--- src/rtl/seq_pkg.sv ---
`default_nettype none
// ============================================================================
// Module   : seq_pkg
// Brief    : Shared constants, scan-state encoding and BCD helper for the
//            detector count/display block.
// Revision : 1.0 - initial release
// ============================================================================
package seq_pkg;

    localparam int unsigned c_SCAN_DIV_DEFAULT = 4;

    typedef enum logic [0:0] {
        DIG_LO = 1'b0,
        DIG_HI = 1'b1
    } scan_state_t;

    // Active-high {g,f,e,d,c,b,a}; entry [0] is digit 0.
    localparam logic [9:0][6:0] c_SEG_PATTERNS = {
        7'h6F, 7'h7F, 7'h07, 7'h7D, 7'h6D,
        7'h66, 7'h4F, 7'h5B, 7'h06, 7'h3F
    };
    localparam logic [6:0] c_SEG_BLANK = 7'h00;

    localparam logic [1:0] c_AN_UNITS = 2'b10;
    localparam logic [1:0] c_AN_TENS  = 2'b01;

    typedef struct packed {
        logic [7:0] cnt;
        logic       wrap;
    } bcd_inc_t;

    // Two-digit BCD increment; wrap flags the 99 -> 00 rollover.
    function automatic bcd_inc_t bcd_inc(input logic [7:0] cnt);
        bcd_inc_t res;
        res.cnt  = cnt;
        res.wrap = 1'b0;
        if (cnt[3:0] >= 4'd9) begin
            res.cnt[3:0] = 4'd0;
            if (cnt[7:4] >= 4'd9) begin
                res.cnt[7:4] = 4'd0;
                res.wrap     = 1'b1;
            end else begin
                res.cnt[7:4] = cnt[7:4] + 4'd1;
            end
        end else begin
            res.cnt[3:0] = cnt[3:0] + 4'd1;
        end
        return res;
    endfunction

endpackage
`default_nettype wire

--- src/rtl/bcd_to_seg.sv ---
`default_nettype none
// ============================================================================
// Module   : bcd_to_seg
// Brief    : Combinational BCD digit to 7-segment decoder; non-BCD codes blank.
// Revision : 1.0 - initial release
// ============================================================================
module bcd_to_seg
    import seq_pkg::*;
(
    input  logic [3:0] bcd,
    output logic [6:0] seg
);

    always_comb begin
        seg = c_SEG_BLANK;
        if (bcd <= 4'd9) begin
            seg = c_SEG_PATTERNS[bcd];
        end
    end

endmodule
`default_nettype wire

--- src/rtl/det_count_disp.sv ---
`default_nettype none
// ============================================================================
// Module   : det_count_disp
// Brief    : Counts rising edges of a detector output as two BCD digits with a
//            sticky wrap flag, and scans them onto a 2-digit 7-segment display.
// Revision : 1.0 - initial release
// ============================================================================
module det_count_disp
    import seq_pkg::*;
#(
    parameter int unsigned SCAN_DIV = c_SCAN_DIV_DEFAULT
) (
    input  logic       clk,
    input  logic       reset,
    input  logic       det_in,
    input  logic       clr,
    input  logic       hold,
    output logic [7:0] cnt_bcd,
    output logic       ovf,
    output logic [6:0] seg,
    output logic [1:0] an
);

    localparam int unsigned         c_SCAN_W    = (SCAN_DIV > 1) ? $clog2(SCAN_DIV) : 1;
    localparam logic [c_SCAN_W-1:0] c_SCAN_LAST = c_SCAN_W'(SCAN_DIV - 1);

    logic                r_det_q;
    logic                w_rise;
    logic [7:0]          r_cnt;
    logic                r_ovf;
    bcd_inc_t            w_inc;
    scan_state_t         r_state;
    scan_state_t         w_state_next;
    logic [c_SCAN_W-1:0] r_scan_cnt;
    logic                w_scan_done;
    logic [3:0]          w_digit;
    logic [6:0]          w_seg;
    logic [6:0]          r_seg;
    logic [1:0]          r_an;

    assign w_rise = det_in & ~r_det_q;
    assign w_inc  = bcd_inc(r_cnt);

    // det_q tracks det_in even during hold, so a level spanning hold release is not a new event.
    always_ff @(posedge clk or negedge reset) begin
        if (!reset) begin
            r_det_q <= 1'b0;
            r_cnt   <= 8'h00;
            r_ovf   <= 1'b0;
        end else begin
            r_det_q <= det_in;
            if (clr) begin
                r_cnt <= 8'h00;
                r_ovf <= 1'b0;
            end else if (!hold && w_rise) begin
                r_cnt <= w_inc.cnt;
                if (w_inc.wrap) begin
                    r_ovf <= 1'b1;
                end
            end
        end
    end

    assign w_scan_done = (r_scan_cnt == c_SCAN_LAST);

    always_ff @(posedge clk or negedge reset) begin
        if (!reset) begin
            r_scan_cnt <= '0;
        end else if (w_scan_done) begin
            r_scan_cnt <= '0;
        end else begin
            r_scan_cnt <= r_scan_cnt + c_SCAN_W'(1);
        end
    end

    always_ff @(posedge clk or negedge reset) begin
        if (!reset) begin
            r_state <= DIG_LO;
        end else begin
            r_state <= w_state_next;
        end
    end

    always_comb begin
        w_state_next = r_state;
        if (w_scan_done) begin
            w_state_next = (r_state == DIG_LO) ? DIG_HI : DIG_LO;
        end
    end

    // Digit is picked by the upcoming state so the registered seg and an stay aligned.
    assign w_digit = (w_state_next == DIG_LO) ? r_cnt[3:0] : r_cnt[7:4];

    bcd_to_seg u_bcd_to_seg (
        .bcd (w_digit),
        .seg (w_seg)
    );

    always_ff @(posedge clk or negedge reset) begin
        if (!reset) begin
            r_seg <= c_SEG_PATTERNS[0];
            r_an  <= c_AN_UNITS;
        end else begin
            r_seg <= w_seg;
            r_an  <= (w_state_next == DIG_LO) ? c_AN_UNITS : c_AN_TENS;
        end
    end

    assign cnt_bcd = r_cnt;
    assign ovf     = r_ovf;
    assign seg     = r_seg;
    assign an      = r_an;

endmodule
`default_nettype wire

--- config.mk ---
export PLATFORM = sky130hd
export DESIGN_NAME = det_count_disp
export DESIGN_NICKNAME = d
export VERILOG_FILES = /design/src/rtl/seq_pkg.sv /design/src/rtl/bcd_to_seg.sv /design/src/rtl/det_count_disp.sv
export SDC_FILE = /design/constraint.sdc
export NUM_CORES = 1
export LEC_CHECK = 0
export BUFFER_PORTS_ARGS = -buffer_cell sky130_fd_sc_hd__buf_2
export CAP_MARGIN = 40
export CORE_UTILIZATION = 34
export CTS_BUF_LIST = sky130_fd_sc_hd__clkbuf_4 sky130_fd_sc_hd__clkbuf_8 sky130_fd_sc_hd__clkbuf_16
export CTS_CLUSTER_SIZE = 14
export DETAILED_ROUTE_END_ITERATION = 10
export SYNTH_ARGS = -nofsm -noshare
export SYNTH_HDL_FRONTEND = slang
export SYNTH_SLANG_ARGS = --single-unit
--- constraint.sdc ---
create_clock -name clk -period 3.2 [get_ports clk]
set_clock_uncertainty 0.1 [all_clocks]
set_input_delay 0.32 -clock clk [delete_from_list [all_inputs] [get_ports clk]]
set_output_delay 0.32 -clock clk [all_outputs]
set_load 0.05 [all_outputs]
==> flow_metrics.py <==
metrics = {
    "synth": {
        "ys_types": 37,
        "synth_seq_cells": 21,
        "yosysWarnings": 0,
        "async_flop_share": 1.00,
        "synth_top_family_by_area": "simple AND/OR/NAND/NOR gates",
        "yosys.area.top_type_share": 0.292,
        "synth_edf_count": 0,
        "seq_area_frac_synth": 0.445,
        "avgSynthCellArea_um2": 10.7,
        "syn_inst": 112,
        "synthMuxAreaShare": 0.0386,
        "synth-xor-area-share": 0.0229,
        "synth_flop_cell": "dfrtp_1",
        "synth_most_common_cell": "dfrtp_1",
        "yosys.area.top_type": "dfrtp_1",
        "synth_area_leaders": "dfrtp_1, dfstp_2, ha_1",
        "synth_commonest_cells": "dfrtp_1, a21oi_1, ha_1, inv_1, nor2_1",
        "synth_compound_area_frac": 0.153,
        "synth-simple-area-share": 0.162,
        "synthesis.area_um2": 1200,
        "synthAdderAreaFrac": 0.136,
        "postSynthNetCount": 130,
    },
    "critical_path": {
        "crit_cells": 9,
        "cp.required_ns": 3.34,
        "startpoint_type": "register",
        "critical-path-top-delay-family": "compound AO/OA/AOI/OAI gates",
        "worst_ep_arrival_time_ns": 3.00,
        "critPathKind": "reg -> reg",
        "cp_slowest_stage_delay_ns": 0.52,
        "path_buf_inv": 2,
        "end_kind": "register",
        "crit_fanout": 9,
        "timing.critical_path.cells": "ha_1 -> xor2_4 -> inv_4 -> o21ai_0 -> inv_1 -> ha_1 -> or2_2 -> a21oi_1 -> a21oi_1",
        "cp_slowest_cell": "o21ai_0",
        "worstRegToRegCells": 9,
    },
    "timing": {
        "period_minus_slack_ns": 2.86,
        "post-route-period-util": 0.894,
        "slew_headroom": 0.582,
        "slew_viol_final": 0,
        "worstMarginPinSlew_ns": 0.621,
        "hold_violations": 0,
        "tns_ns": 0,
        "setup_viol": 0,
        "fmax_mhz": 350,
        "rsz0062_at_grt": "false",
    },
    "power": {
        "p_sw_uw": 122,
        "ir_drop_mv": 0.256,
        "p_comb_frac": 0.108,
        "pwr-share-seq": 0.602,
        "p_leak_uw": 0.000662,
        "clockPowerShare": 0.290,
        "power.internal_uw": 334,
        "swShare": 0.268,
        "power_density_nw_per_um2": 327,
    },
    "cts": {
        "cts_resized": 0,
        "cts_tree": "done",
        "clk_path_buf_depth": 2,
        "root_buffer": "clkbuf_4",
        "cts_hold_buf": 1,
        "clkTransAtPathRegs_ns": 0.12,
        "clk_latency_ns": 0.32,
        "clock_sinks": 21,
        "htree_num_levels": 1,
        "cts_buffers": 3,
        "post_cts_buffers": 0,
    },
    "status": {
        "status": "finished, final reports clean",
    },
    "layout": {
        "layout-drive-gt1-share": 0.314,
        "utilization": 0.414,
        "layout.nets": 156,
        "area_growth_syn_to_layout_pct": 16.2,
        "num_antenna_cells": 0,
    },
    "global_route": {
        "grt_usage": 0.141,
        "antenna_found_initial": 0,
        "grt_start_max_net_pins": 22,
        "grt_pass1_wl_um": 3840,
        "overflow": 0,
        "grt_pass1_vias": 846,
    },
    "flow_run": {
        "drv_cap": 0,
    },
    "routing": {
        "vias": 926,
        "viasPerCell": 5.06,
        "topRoutingLayerUsed": "met4",
        "routed_wl_um": 2240,
        "drt-wirelength-per-cell_um": 12.2,
        "wl_met1_um": 1070,
        "dr.pass1.iters": 4,
        "drc": 0,
        "drt_iter0_drc": 11,
        "wl_met2_um": 1020,
        "ant_nets": 0,
        "wl_met3_um": 119,
    },
    "placed_design": {
        "gp_congestion": 0.825,
        "dp_hpwl_um": 1660,
        "portBuffers": 22,
    },
    "floorplan": {
        "io_pins": 23,
        "die-area_um2": 3770,
        "core_um2": 3360,
        "die_x_um": 61.4,
        "start_util": 0.357,
        "die_height_um": 61.4,
        "rows": 21,
    },
    "min_path": {
        "hp-class": "in -> reg",
        "hold_depth": 1,
    },
}
-- final cells by class --
class / count / area, um^2
tap: 46 / 57.6
inverter: 10 / 40.0
clock inverter: 1 / 5.00
multi-input combinational: 79 / 614
sequential: 21 / 534
fill: 364 / 1970
clock buffer: 3 / 22.5
timing repair buffer: 23 / 120
-- power groups by stage --
| stage | combinational [uW] | sequential [uW] | clock, uW |
|---|---|---|---|
| 2_1_floorplan | 18.3 | 295 | 0 |
| 3_3_place_gp | 47.9 | 279 | 0 |
| 3_5_place_dp | 48.6 | 279 | 0 |
| 4_1_cts | 49.7 | 275 | 143 |
| 5_1_grt | 54.9 | 276 | 151 |
| 6_report | 49.2 | 275 | 132 |
-- placed cells by master (no fill, tap or decap), types with 4 or more instances in the layout --
cell	netlist	layout
buf_2	0	22
dfrtp_1	14	14
a21oi_1	13	13
ha_1	13	13
inv_1	9	9
nor2_1	9	9
dfstp_2	7	7
nand2_1	4	4
-- worst reg2reg max path, cell delays in order (launching register included) --
cell,delay (ns)
dfrtp_1,0.40
ha_1,0.27
xor2_4,0.34
inv_4,0.09
o21ai_0,0.52
inv_1,0.19
ha_1,0.25
or2_2,0.30
a21oi_1,0.24
a21oi_1,0.07
-- kinds of logic after synthesis --
logic type                 after synthesis
muxes                                    3
DFF                                     21
adders and majority gates               13
AOI/OAI and AO/OA                       29
buffers and inverters                   12
and+or+nand+nor                         33
xor gates and xnor gates                 1
-- final timing paths --
kind	start	end	slack [ns]
min in group asynchronous	reset	r_scan_cnt[0]	0.37
max reg2reg	r_scan_cnt[0]	seg[2]	0.34
max in group asynchronous	reset	seg[1]	2.28
max	r_scan_cnt[0]	seg[2]	0.34
min	det_in	r_det_q	0.03
min reg2reg	r_scan_cnt[0]	r_scan_cnt[0]	0.33
-- stage by stage --
| stage | cells | total power, uW | setup slack, ns | cell area (um^2) | hold WS (ns) |
|---|---|---|---|---|---|
| after floorplan | 112 | 313 | 0.674 | 1200 | -0.0756 |
| after global placement | 178 | 327 | 0.532 | 1360 | 0.203 |
| after detailed placement | 178 | 328 | 0.356 | 1360 | 0.208 |
| after CTS | 183 | 468 | 0.319 | 1390 | 0.00275 |
| after global routing | 183 | 482 | 0.0708 | 1390 | 0.00561 |
| final | 183 | 456 | 0.339 | 1390 | 0.0253 |
-- registers in the layout, indices dropped and copies added, names as in the netlist --
name,cells
r_det_q,1
an,2
r_scan_cnt,2
ovf,1
seg,7
cnt_bcd,8
-- layer usage --
metal | up-vias | track usage
met5 | - | 0
met4 | 0 | 0.0444
met3 | 4 | 0.0483
met2 | 25 | 0.219
met1 | 450 | 0.185
li1 | 447 | -
Note: power is estimated with default switching activity, not from simulation.
